`config.mk`:
```
export PLATFORM = sky130hd
export DESIGN_NAME = dma_request_arbiter_flat
export DESIGN_NICKNAME = d
export VERILOG_FILES = /design/src/rtl/dma_pkg.sv /design/src/rtl/dma_request_arbiter_if.sv /design/src/rtl/rr_priority_picker.sv /design/src/rtl/dma_request_arbiter.sv /design/src/flat_wrapper.sv
export SDC_FILE = /design/constraint.sdc
export NUM_CORES = 1
export LEC_CHECK = 0
export ABC_AREA = 1
export ABC_CLOCK_PERIOD_IN_PS = 6100
export CAP_MARGIN = 0
export CORE_UTILIZATION = 48
export DETAILED_ROUTE_END_ITERATION = 8
export PLACE_DENSITY = 0.85
export SLEW_MARGIN = 20
export SYNTH_ARGS = -nofsm -noshare
export SYNTH_HDL_FRONTEND = slang
export SYNTH_HIERARCHICAL = 1
export SYNTH_SLANG_ARGS = --single-unit
```
`constraint.sdc`:
```
create_clock -name clock -period 6.1 [get_ports clock]
set_clock_uncertainty 0.1 [all_clocks]
set_input_delay 0.61 -clock clock [delete_from_list [all_inputs] [get_ports clock]]
set_output_delay 0.61 -clock clock [all_outputs]
set_load 0.05 [all_outputs]
```
`src/rtl/dma_pkg.sv`:
```
// Shared constants and types for the shared-memory DMA arbiter.
// Holds memory geometry, the action encoding and the arbiter state type.
package dma_pkg;

  localparam int SIZE        = 4;   // shared-memory address width
  localparam int PROCSIZE    = 4;   // processor-local address / length width
  localparam int WORD_SIZE   = 8;
  localparam int PAGE_SIZE   = 2;   // ptr values below 2**PAGE_SIZE request an allocation
  localparam int PAGES_COUNT = 2 ** PAGE_SIZE;

  typedef enum logic {
    READ  = 1'b0,
    WRITE = 1'b1
  } action_t;

  typedef enum logic [1:0] {
    IDLE,
    ISSUE,
    BUSY
  } arb_state_t;

endpackage

```
`src/rtl/dma_request_arbiter_if.sv`:
```
// Command / completion channel between the arbiter and the DMA engine.
//   master : arbiter side (drives cmd_*, dma_abort; receives cmd_ready, dma_done, dma_ptr)
//   slave  : DMA engine side
interface dma_request_arbiter_if #(
  parameter int PROC_CNT = 4,
  parameter int SIZE     = dma_pkg::SIZE,
  parameter int PROCSIZE = dma_pkg::PROCSIZE
);
  localparam int IDX_W = $clog2(PROC_CNT);

  logic                cmd_valid;
  logic                cmd_ready;
  logic [IDX_W-1:0]    cmd_proc;
  logic                cmd_action;
  logic [SIZE-1:0]     cmd_ptr;
  logic [PROCSIZE-1:0] cmd_copy_start;
  logic [PROCSIZE-1:0] cmd_copy_length;
  logic                dma_done;
  logic [SIZE-1:0]     dma_ptr;
  logic                dma_abort;

  modport master (
    output cmd_valid, cmd_proc, cmd_action, cmd_ptr, cmd_copy_start, cmd_copy_length, dma_abort,
    input  cmd_ready, dma_done, dma_ptr
  );

  modport slave (
    input  cmd_valid, cmd_proc, cmd_action, cmd_ptr, cmd_copy_start, cmd_copy_length, dma_abort,
    output cmd_ready, dma_done, dma_ptr
  );

endinterface

```
`src/rtl/rr_priority_picker.sv`:
```
// Combinational round-robin picker.
//   pending     : per-processor outstanding request
//   rr_last     : index served most recently (lowest priority)
//   grant_valid : some request is pending
//   grant_idx   : first pending index after rr_last, wrapping modulo PROC_CNT
module rr_priority_picker #(
  parameter int PROC_CNT = 4,
  parameter int IDX_W    = $clog2(PROC_CNT)
) (
  input  logic [PROC_CNT-1:0] pending,
  input  logic [IDX_W-1:0]    rr_last,
  output logic                grant_valid,
  output logic [IDX_W-1:0]    grant_idx
);

  // Scan from the farthest offset down to the nearest so the closest
  // pending index after rr_last is the last one assigned.
  always_comb begin
    grant_valid = 1'b0;
    grant_idx   = '0;
    for (int k = PROC_CNT; k >= 1; k--) begin
      if (pending[IDX_W'((int'(rr_last) + k) % PROC_CNT)]) begin
        grant_valid = 1'b1;
        grant_idx   = IDX_W'((int'(rr_last) + k) % PROC_CNT);
      end
    end
  end

endmodule

```
`src/rtl/dma_request_arbiter.sv`:
```
// Shares one DMA engine among PROC_CNT processors using toggle handshakes.
//   clock, reset          : system clock, synchronous active-high reset
//   trigger / ack         : per-processor request / completion toggles
//   action, ptr,
//   copy_start, copy_length : per-processor command, sampled only at grant
//   ptr_out               : pointer returned by each processor's last completed command
//   err                   : sticky per-processor timeout flag
//   dma                   : command/completion channel to the DMA engine
//
// state | meaning
// IDLE  | waiting for a pending request; grants round-robin
// ISSUE | cmd_valid high, cmd_* held until cmd_ready
// BUSY  | command accepted, waiting for dma_done or watchdog expiry
module dma_request_arbiter #(
  parameter int PROC_CNT = 4,
  parameter int SIZE     = dma_pkg::SIZE,
  parameter int PROCSIZE = dma_pkg::PROCSIZE,
  parameter int TIMEOUT  = 64
) (
  input  logic                clock,
  input  logic                reset,
  input  logic [PROC_CNT-1:0] trigger,
  output logic [PROC_CNT-1:0] ack,
  input  logic [PROC_CNT-1:0] action,
  input  logic [SIZE-1:0]     ptr         [PROC_CNT],
  input  logic [PROCSIZE-1:0] copy_start  [PROC_CNT],
  input  logic [PROCSIZE-1:0] copy_length [PROC_CNT],
  output logic [SIZE-1:0]     ptr_out     [PROC_CNT],
  output logic [PROC_CNT-1:0] err,
  dma_request_arbiter_if.master dma
);
  import dma_pkg::*;

  localparam int IDX_W = $clog2(PROC_CNT);
  localparam int TMR_W = $clog2(TIMEOUT) + 1;
  localparam logic [TMR_W-1:0] TMR_LAST = TMR_W'(TIMEOUT - 1);
  localparam logic [TMR_W-1:0] TMR_MAX  = '1;

  arb_state_t          state;
  logic [IDX_W-1:0]    rr_last;
  logic [IDX_W-1:0]    grant_idx;
  logic                grant_valid;
  logic [TMR_W-1:0]    timer;
  logic [PROC_CNT-1:0] pending;

  assign pending = trigger ^ ack;

  rr_priority_picker #(.PROC_CNT(PROC_CNT), .IDX_W(IDX_W)) u_picker (
    .pending     (pending),
    .rr_last     (rr_last),
    .grant_valid (grant_valid),
    .grant_idx   (grant_idx)
  );

  always_ff @(posedge clock) begin
    if (reset) begin
      state               <= IDLE;
      rr_last             <= IDX_W'(PROC_CNT - 1);
      timer               <= '0;
      ack                 <= '0;
      err                 <= '0;
      for (int i = 0; i < PROC_CNT; i++) ptr_out[i] <= '0;
      dma.cmd_valid       <= 1'b0;
      dma.cmd_proc        <= '0;
      dma.cmd_action      <= 1'b0;
      dma.cmd_ptr         <= '0;
      dma.cmd_copy_start  <= '0;
      dma.cmd_copy_length <= '0;
      dma.dma_abort       <= 1'b0;
    end else begin
      dma.dma_abort <= 1'b0;
      case (state)
        IDLE: begin
          if (grant_valid) begin
            dma.cmd_proc        <= grant_idx;
            dma.cmd_action      <= action[grant_idx];
            dma.cmd_ptr         <= ptr[grant_idx];
            dma.cmd_copy_start  <= copy_start[grant_idx];
            dma.cmd_copy_length <= copy_length[grant_idx];
            dma.cmd_valid       <= 1'b1;
            state               <= ISSUE;
          end
        end
        ISSUE: begin
          if (dma.cmd_valid && dma.cmd_ready) begin
            dma.cmd_valid <= 1'b0;
            timer         <= '0;
            state         <= BUSY;
          end
        end
        BUSY: begin
          if (timer != TMR_MAX) timer <= timer + 1'b1;
          // done takes precedence over a watchdog expiry in the same cycle
          if (dma.dma_done) begin
            ptr_out[dma.cmd_proc] <= dma.dma_ptr;
            ack[dma.cmd_proc]     <= ~ack[dma.cmd_proc];
            rr_last               <= dma.cmd_proc;
            state                 <= IDLE;
          end else if (timer == TMR_LAST) begin
            dma.dma_abort     <= 1'b1;
            err[dma.cmd_proc] <= 1'b1;
            ack[dma.cmd_proc] <= ~ack[dma.cmd_proc];
            rr_last           <= dma.cmd_proc;
            state             <= IDLE;
          end
        end
        default: state <= IDLE;
      endcase
    end
  end

endmodule

```
`src/flat_wrapper.sv`:
```
// flat-port wrapper written by rule: the top's interface ports become plain ports
module dma_request_arbiter_flat import dma_pkg::*;
#(
  parameter int PROC_CNT = 4,
  parameter int SIZE     = dma_pkg::SIZE,
  parameter int PROCSIZE = dma_pkg::PROCSIZE,
  parameter int TIMEOUT  = 64
)
  (clock, reset, trigger, ack, action, ptr, copy_start, copy_length, ptr_out, err, dma_cmd_valid, dma_cmd_proc, dma_cmd_action, dma_cmd_ptr, dma_cmd_copy_start, dma_cmd_copy_length, dma_dma_abort, dma_cmd_ready, dma_dma_done, dma_dma_ptr);
  dma_request_arbiter_if #(.PROC_CNT(PROC_CNT), .SIZE(SIZE), .PROCSIZE(PROCSIZE)) dma_i ();
  input  logic clock;
  input  logic reset;
  input  logic [PROC_CNT-1:0] trigger;
  output logic [PROC_CNT-1:0] ack;
  input  logic [PROC_CNT-1:0] action;
  input  logic [SIZE-1:0] ptr[PROC_CNT];
  input  logic [PROCSIZE-1:0] copy_start[PROC_CNT];
  input  logic [PROCSIZE-1:0] copy_length[PROC_CNT];
  output logic [SIZE-1:0] ptr_out[PROC_CNT];
  output logic [PROC_CNT-1:0] err;
  output wire logic [$bits(dma_i.cmd_valid)-1:0] dma_cmd_valid;
  output wire logic [$bits(dma_i.cmd_proc)-1:0] dma_cmd_proc;
  output wire logic [$bits(dma_i.cmd_action)-1:0] dma_cmd_action;
  output wire logic [$bits(dma_i.cmd_ptr)-1:0] dma_cmd_ptr;
  output wire logic [$bits(dma_i.cmd_copy_start)-1:0] dma_cmd_copy_start;
  output wire logic [$bits(dma_i.cmd_copy_length)-1:0] dma_cmd_copy_length;
  output wire logic [$bits(dma_i.dma_abort)-1:0] dma_dma_abort;
  input wire logic [$bits(dma_i.cmd_ready)-1:0] dma_cmd_ready;
  input wire logic [$bits(dma_i.dma_done)-1:0] dma_dma_done;
  input wire logic [$bits(dma_i.dma_ptr)-1:0] dma_dma_ptr;
  assign dma_cmd_valid = dma_i.cmd_valid;
  assign dma_cmd_proc = dma_i.cmd_proc;
  assign dma_cmd_action = dma_i.cmd_action;
  assign dma_cmd_ptr = dma_i.cmd_ptr;
  assign dma_cmd_copy_start = dma_i.cmd_copy_start;
  assign dma_cmd_copy_length = dma_i.cmd_copy_length;
  assign dma_dma_abort = dma_i.dma_abort;
  assign dma_i.cmd_ready = dma_cmd_ready;
  assign dma_i.dma_done = dma_dma_done;
  assign dma_i.dma_ptr = dma_dma_ptr;
  dma_request_arbiter #(.PROC_CNT(PROC_CNT), .SIZE(SIZE), .PROCSIZE(PROCSIZE), .TIMEOUT(TIMEOUT)) u_core (.clock(clock), .reset(reset), .trigger(trigger), .ack(ack), .action(action), .ptr(ptr), .copy_start(copy_start), .copy_length(copy_length), .ptr_out(ptr_out), .err(err), .dma(dma_i));
endmodule
```
-- After elaboration in Yosys (flattened, before gate mapping)
Cells that the tools add are included.
- bits of input ports: 64
- register bits: 52
- output and inout bits: 41
- memory bits (read-only): 0
- bits in writable memories: 0
- memories kept: 0
- bits in latches: 0
- multiplexer cells: 55
- reductions and logical operators: 15
- add/subtract/negate cells: 5
- bitwise operators: 7
- magnitude comparators: 10
- $mul: 0
- divide/modulo/power cells: 0
- equal/unequal tests: 8
- shifts and indexed selects: 0
- operator list (operator ; number):
    4-bit two-way mux ; 9
    4-bit binary-select mux with 2-bit select ; 3
    2-bit two-way mux ; 10
    1-bit two-way mux ; 18
    16-bit bitwise mux ; 1
    2-bit by 4-bit < comparator with 1-bit output, second input constant ; 4
    7-bit two-way mux ; 2
    7-bit case mux with 2 select lines ; 1
    1-bit binary-select mux with 2-bit select ; 6
    3-bit AND reduction ; 4
    4-bit demux with 2-bit select ; 1
    7-bit by 1-bit adder with 7-bit output, second input constant ; 1
    7-bit by 6-bit equality test with 1-bit output, second input constant ; 1
    7-bit inequality test, second input constant ; 1
    3-bit greater-or-equal comparator, second input constant ; 2
    2-bit by 3-bit < comparator with 1-bit output, second input constant ; 2
    2-bit by 1-bit inequality test with 1-bit output, second input constant ; 3
    2-bit NOT with 3-bit output ; 2
    2-bit case mux with 3 select lines ; 1
    2-bit AND reduction ; 3
    2-bit nonzero test ; 3
    2-bit by 1-bit adder with 2-bit output, second input constant ; 2
    2-bit adder, second input constant ; 2
    4-bit bitwise mux ; 1
    13 further kinds ; 17

-- Longest topological paths before layout
- word-level depth: 12
- depth in mapped cells: 18

-- By module
Netlist, hierarchy kept.
- modules (own cells, without submodules) (module ; cells each ; instances ; area each (sq um)):
    dma_request_arbiter ; 395 ; 1 ; 2648.8
    rr_priority_picker ; 51 ; 1 ; 246.5

-- Worst setup path before layout
No wires, ideal clock.
- kind: flip-flop to flip-flop
- start point: register u_core.ack[3]
- end point: register u_core.dma.cmd_copy_start[1]
- required time: 5887 ps
- period minus slack after synthesis: 2311 ps
- stages on the path, launching flop included: 19
- setup slack: 3789 ps
- arrival: 2098 ps
- cell sequence: dfxtp_1 -> xor2_1 -> inv_1 -> nand2_1 -> nand3_1 -> nand2_1 -> inv_1 -> nand2_1 -> nand2_1 -> nand2_1 -> nand2_1 -> buf_4 -> buf_6 -> nor2_1 -> nor2_1 -> o21ai_0 -> o21ai_0 -> o21ai_1 -> inv_1
- longest elaborated chain between the ends: 12
- elaborated cells between the ends (all ways): 26
- ends and longest elaborated chain (element ; RTL line ; RTL):
    start: declaration ; dma_request_arbiter.sv:23 ; output logic [PROC_CNT-1:0] ack,
    start signal: indexed assignment ; dma_request_arbiter.sv:96 ; ack[dma.cmd_proc] <= ~ack[dma.cmd_proc];
    start signal: indexed assignment ; dma_request_arbiter.sv:102 ; ack[dma.cmd_proc] <= ~ack[dma.cmd_proc];
    4-bit bitwise XOR * ; dma_request_arbiter.sv:46 ; assign pending = trigger ^ ack;
    via u_core.pending[3] ; dma_request_arbiter.sv:44 ; logic [PROC_CNT-1:0] pending;
    1-bit binary-select mux with 2-bit select ; rr_priority_picker.sv:22 ; if (pending[IDX_W'((int'(rr_last) + k) % PROC_CNT)]) begin
    1-bit two-way mux (implied by the code) (2 in a row) ; rr_priority_picker.sv:22 ;
    2-bit two-way mux (3 in a row) ; rr_priority_picker.sv:22 ;
    2-bit two-way mux * ; rr_priority_picker.sv:22 ;
    via u_core.grant_idx[0] ; dma_request_arbiter.sv:41 ; logic [IDX_W-1:0] grant_idx;
    2-bit NOT with 3-bit output (implied by the code) * ; dma_request_arbiter.sv:78 ; dma.cmd_copy_start <= copy_start[grant_idx];
    4-bit binary-select mux with 2-bit select * ; dma_request_arbiter.sv:78 ;
    4-bit two-way mux (implied by the code) * (2 in a row) ; dma_request_arbiter.sv:78 ;
    end signal: assignment ; dma_request_arbiter.sv:78 ;
    end: declaration ; dma_request_arbiter_if.sv:23 ; output cmd_valid, cmd_proc, cmd_action, cmd_ptr, cmd_copy_start, cmd_copy_length, dma_abort,
The timed path passes the listed nets; every way through them passes the cells marked *. The select of a mux whose other input is x is not followed.
A chain may end at the register's enable or synchronous reset.

-- Worst setup path in the final report
- start point: input port trigger[3]
- end point: register u_core.dma.cmd_copy_length[0]
- longest elaborated chain between the ends: 12
- elaborated cells between the ends (all ways): 26
- ends and longest elaborated chain (element ; RTL line ; RTL):
    start: declaration ; flat_wrapper.sv:13 ; input logic [PROC_CNT-1:0] trigger;
    4-bit bitwise XOR * ; dma_request_arbiter.sv:46 ;
    via u_core.pending[3] ; dma_request_arbiter.sv:44 ;
    1-bit binary-select mux with 2-bit select ; rr_priority_picker.sv:22 ;
    1-bit two-way mux (implied by the code) (2 in a row) ; rr_priority_picker.sv:22 ;
    2-bit two-way mux (3 in a row) ; rr_priority_picker.sv:22 ;
    2-bit two-way mux * ; rr_priority_picker.sv:22 ;
    via u_core.grant_idx[0] ; dma_request_arbiter.sv:41 ;
    2-bit NOT with 3-bit output (implied by the code) * ; dma_request_arbiter.sv:79 ; dma.cmd_copy_length <= copy_length[grant_idx];
    4-bit binary-select mux with 2-bit select * ; dma_request_arbiter.sv:79 ;
    4-bit two-way mux (implied by the code) * (2 in a row) ; dma_request_arbiter.sv:79 ;
    end signal: assignment ; dma_request_arbiter.sv:79 ;
    end: declaration ; dma_request_arbiter_if.sv:23 ;
Marks and branches as above.

==> impl_metrics.py <==
metrics = {
    "outcome": {
        "status": "completed",
    },
    "setup_path": {
        "cp_common_cell": "nand2_1",
        "required_ns": 6.20,
        "worst_setup_path_start_kind": "input port",
        "crit_type": "input port to flip-flop",
        "path_max_fanout": 36,
        "slowest_delay_ns": 0.73,
        "path_buf_inv": 5,
        "cpLargestDelayFamily": "simple AND/OR/NAND/NOR gates",
        "crit_path_top_delay_cell": "nand2_1",
        "critPathCaptureType": "flip-flop",
        "worstPathArrival_ns": 3.46,
        "cp-startpoint": "trigger[3]",
        "reg2reg_from": "u_core/ack[3]",
        "crit_path_cell_trace": "clkdlybuf4s50_1 -> xor2_1 -> inv_1 -> nand2_1 -> nand3_1 -> nand2_1 -> inv_1 -> nand2_1 -> nand3_1 -> nand2_1 -> inv_2 -> o21ai_0 -> o21ai_0 -> o21ai_0 -> inv_1",
    },
    "power_and_ir_drop": {
        "comb_power_share": 0.294,
        "p_leak_nw": 1.81,
        "vdd_drop_max_uv": 163,
        "p_int_uw": 605,
        "power_frac_seq": 0.417,
        "p_sw_uw": 290,
        "power.density_nw_per_um2": 220,
        "p_clk_frac": 0.289,
        "switching_share": 0.324,
    },
    "sta": {
        "worst_pin_slew_ns": 1.00,
        "rsz0062_at_grt": "false",
        "min_period_ns": 3.36,
        "fin_crit_sh": 0.550,
        "drv_slew": 0,
        "relSlewSlack": 0.331,
        "hold_viol": 0,
        "tns_ns": 0,
        "worst_slack_ns": 2.74,
        "finalSetupViolCount": 0,
        "max_freq_ghz": 0.298,
    },
    "final_layout": {
        "num_antenna_cells": 0,
        "final_common_cell": "clkdlybuf4s50_1",
        "regArea_um2": 1040,
        "drive_gt1_frac": 0.107,
        "multi_input_area_um2": 1560,
        "nets": 607,
        "syn_to_final_growth_pct": 40.6,
        "final_cell_mix": "104 x clkdlybuf4s50_1, 100 x nor2_1, 68 x nand2_1",
        "utilization": 0.717,
        "fillers": 487,
    },
    "place": {
        "gp_congestion": 0.809,
        "port_buffers": 104,
        "dp_hpwl_um": 5940,
        "dp_slack_ns": 2.44,
    },
    "clocking": {
        "root_buffer": "clkbuf_8",
        "cts_buffers": 5,
        "holdBufCountCts": 0,
        "path_clk_slew_ns": 0.09,
        "post_cts_buffers": 0,
        "cts_tree": "done",
        "worstSkewPairLatency_ns": 0.31,
        "clockBufferDepth": 2,
        "cts.sinks": 52,
        "cts_resized": 0,
        "h-tree-depth": 2,
    },
    "yosys": {
        "synth.cell_area_um2": 2900,
        "synthCells": 446,
        "synth_mux_area_frac": 0,
        "synth-seq-cells": 52,
        "synth_xor_area_frac": 0.0151,
        "yosys.cell_types.count": 32,
        "ys_warn_count": 6,
        "synth_top_family_by_area": "simple AND/OR/NAND/NOR gates",
        "synthAdderAreaFrac": 0.00432,
        "syn_area_per_cell_um2": 6.49,
        "mappedNetlistNets": 511,
        "synth-simple-area-share": 0.357,
        "ys_seq_area_frac": 0.360,
        "synth_compound_area_frac": 0.160,
    },
    "floorplan": {
        "pin_count": 105,
        "die_h_um": 79.7,
        "floorplan.core_area_um2": 5680,
        "die_w_um": 79.7,
        "start_util": 0.510,
        "rows": 27,
        "dieArea_um2": 6350,
    },
    "worst_hold_path": {
        "min_from": "u_core/err[2]",
        "hold_path.class": "flip-flop to flip-flop",
    },
    "global_routing": {
        "overflow": 0,
        "grt_pass1_wl_um": 12800,
        "grt_pass1_vias": 2922,
        "grt_usage": 0.255,
        "grt_max_degree": 37,
        "antenna_found_initial": 0,
    },
    "detailed_routing": {
        "routed_via_density": 5.11,
        "drc": 0,
        "first_pass_iters": 4,
        "routed_wl_um": 7790,
        "vias": 3142,
        "first_iter_violations": 151,
        "wl_per_cell_um": 12.7,
        "antenna_left": 0,
    },
    "job": {
        "drv_cap": 0,
    },
}
## power by group through the flow
stage                     Combinational [mW]  Clock, mW  Sequential, mW
after CTS                              0.263      0.262           0.373
after detailed placement               0.261          0           0.381
after global placement                 0.256          0           0.380
after floorplan                        0.114          0           0.435
final                                  0.263      0.259           0.373
after global routing                   0.289      0.277           0.376
## layout make-up
| class | count | share of cell area |
|---|---|---|
| inverters | 53 | 0.0513 |
| well taps | 72 | 0.0221 |
| flip-flops and latches | 52 | 0.256 |
| clock buffers | 7 | 0.0237 |
| clock inverters | 1 | 0.00738 |
| repair buffers | 105 | 0.258 |
| multi-input cells | 325 | 0.382 |
## worst min-delay path, delay by kind of cell (launching register included)
family / cells / cell delay, ns
flops: 1 / 0.32
simple gates: 2 / 0.11
## worst paths after layout
path,to,slack [ns],cells after the start
worst max register to register,u_core/dma.cmd_copy_length[0],3.06,14
worst min-delay path,u_core/err[2],0.36,2
worst min register to register,u_core/err[2],0.36,2
worst max-delay path,u_core/dma.cmd_copy_length[0],2.74,15
## metal layers
metal	GRT usage	share of wire	up-vias
met5	0	0	-
met4	0.109	0.023	0
met3	0.0366	0.038	16
met2	0.465	0.52	81
met1	0.294	0.42	1441
li1	-	-	1604
## synthesized netlist by cell type (all sizes together)
master / n / area (µm²)
buf: 10 / 66.3
and2: 1 / 8.76
ha: 1 / 12.5
a21boi: 1 / 7.51
dfxtp: 52 / 1040
xor2: 5 / 43.8
nor2: 111 / 468
clkbuf: 6 / 23.8
nand3b: 1 / 7.51
nor3: 1 / 10.0
inv: 53 / 209
o21ai: 74 / 374
a21oi: 15 / 75.1
nand3: 26 / 140
a22oi: 1 / 7.51
nor4: 1 / 6.26
nand4: 2 / 12.5
nand2: 85 / 382
## stage by stage
stage / total power [mW] / cell area [µm²] / std cells / hold slack [ns]
final: 0.896 / 4070 / 615 / 0.362
after global routing: 0.942 / 4070 / 615 / 0.391
after detailed placement: 0.643 / 3940 / 607 / 0.343
after global placement: 0.637 / 3940 / 607 / 0.337
after CTS: 0.898 / 4070 / 615 / 0.360
after floorplan: 0.549 / 2900 / 446 / 0.376
## sequential cells by signal, summed over array words and instances (netlist names)
register	flops
u_core/ptr_out	16
u_core/timer	7
u_core/ack	4
u_core/dma.cmd_proc	2
u_core/dma.cmd_valid	1
u_core/dma.cmd_ptr	4
u_core/rr_last	2
u_core/state	2
u_core/dma.cmd_copy_start	4
u_core/dma.cmd_action	1
u_core/dma.dma_abort	1
u_core/dma.cmd_copy_length	4
u_core/err	4
## cell families (layout without fill, tap and decap cells)
| group | Yosys count | count (layout) |
|---|---|---|
| and+or+nand+nor | 228 | 228 |
| DFF | 52 | 52 |
| adders and majority gates | 1 | 1 |
| AOI/OAI and AO/OA | 91 | 91 |
| buffers and inverters | 69 | 166 |
| xor gates and xnor gates | 5 | 5 |
Note: power is estimated with default switching activity, not from simulation.
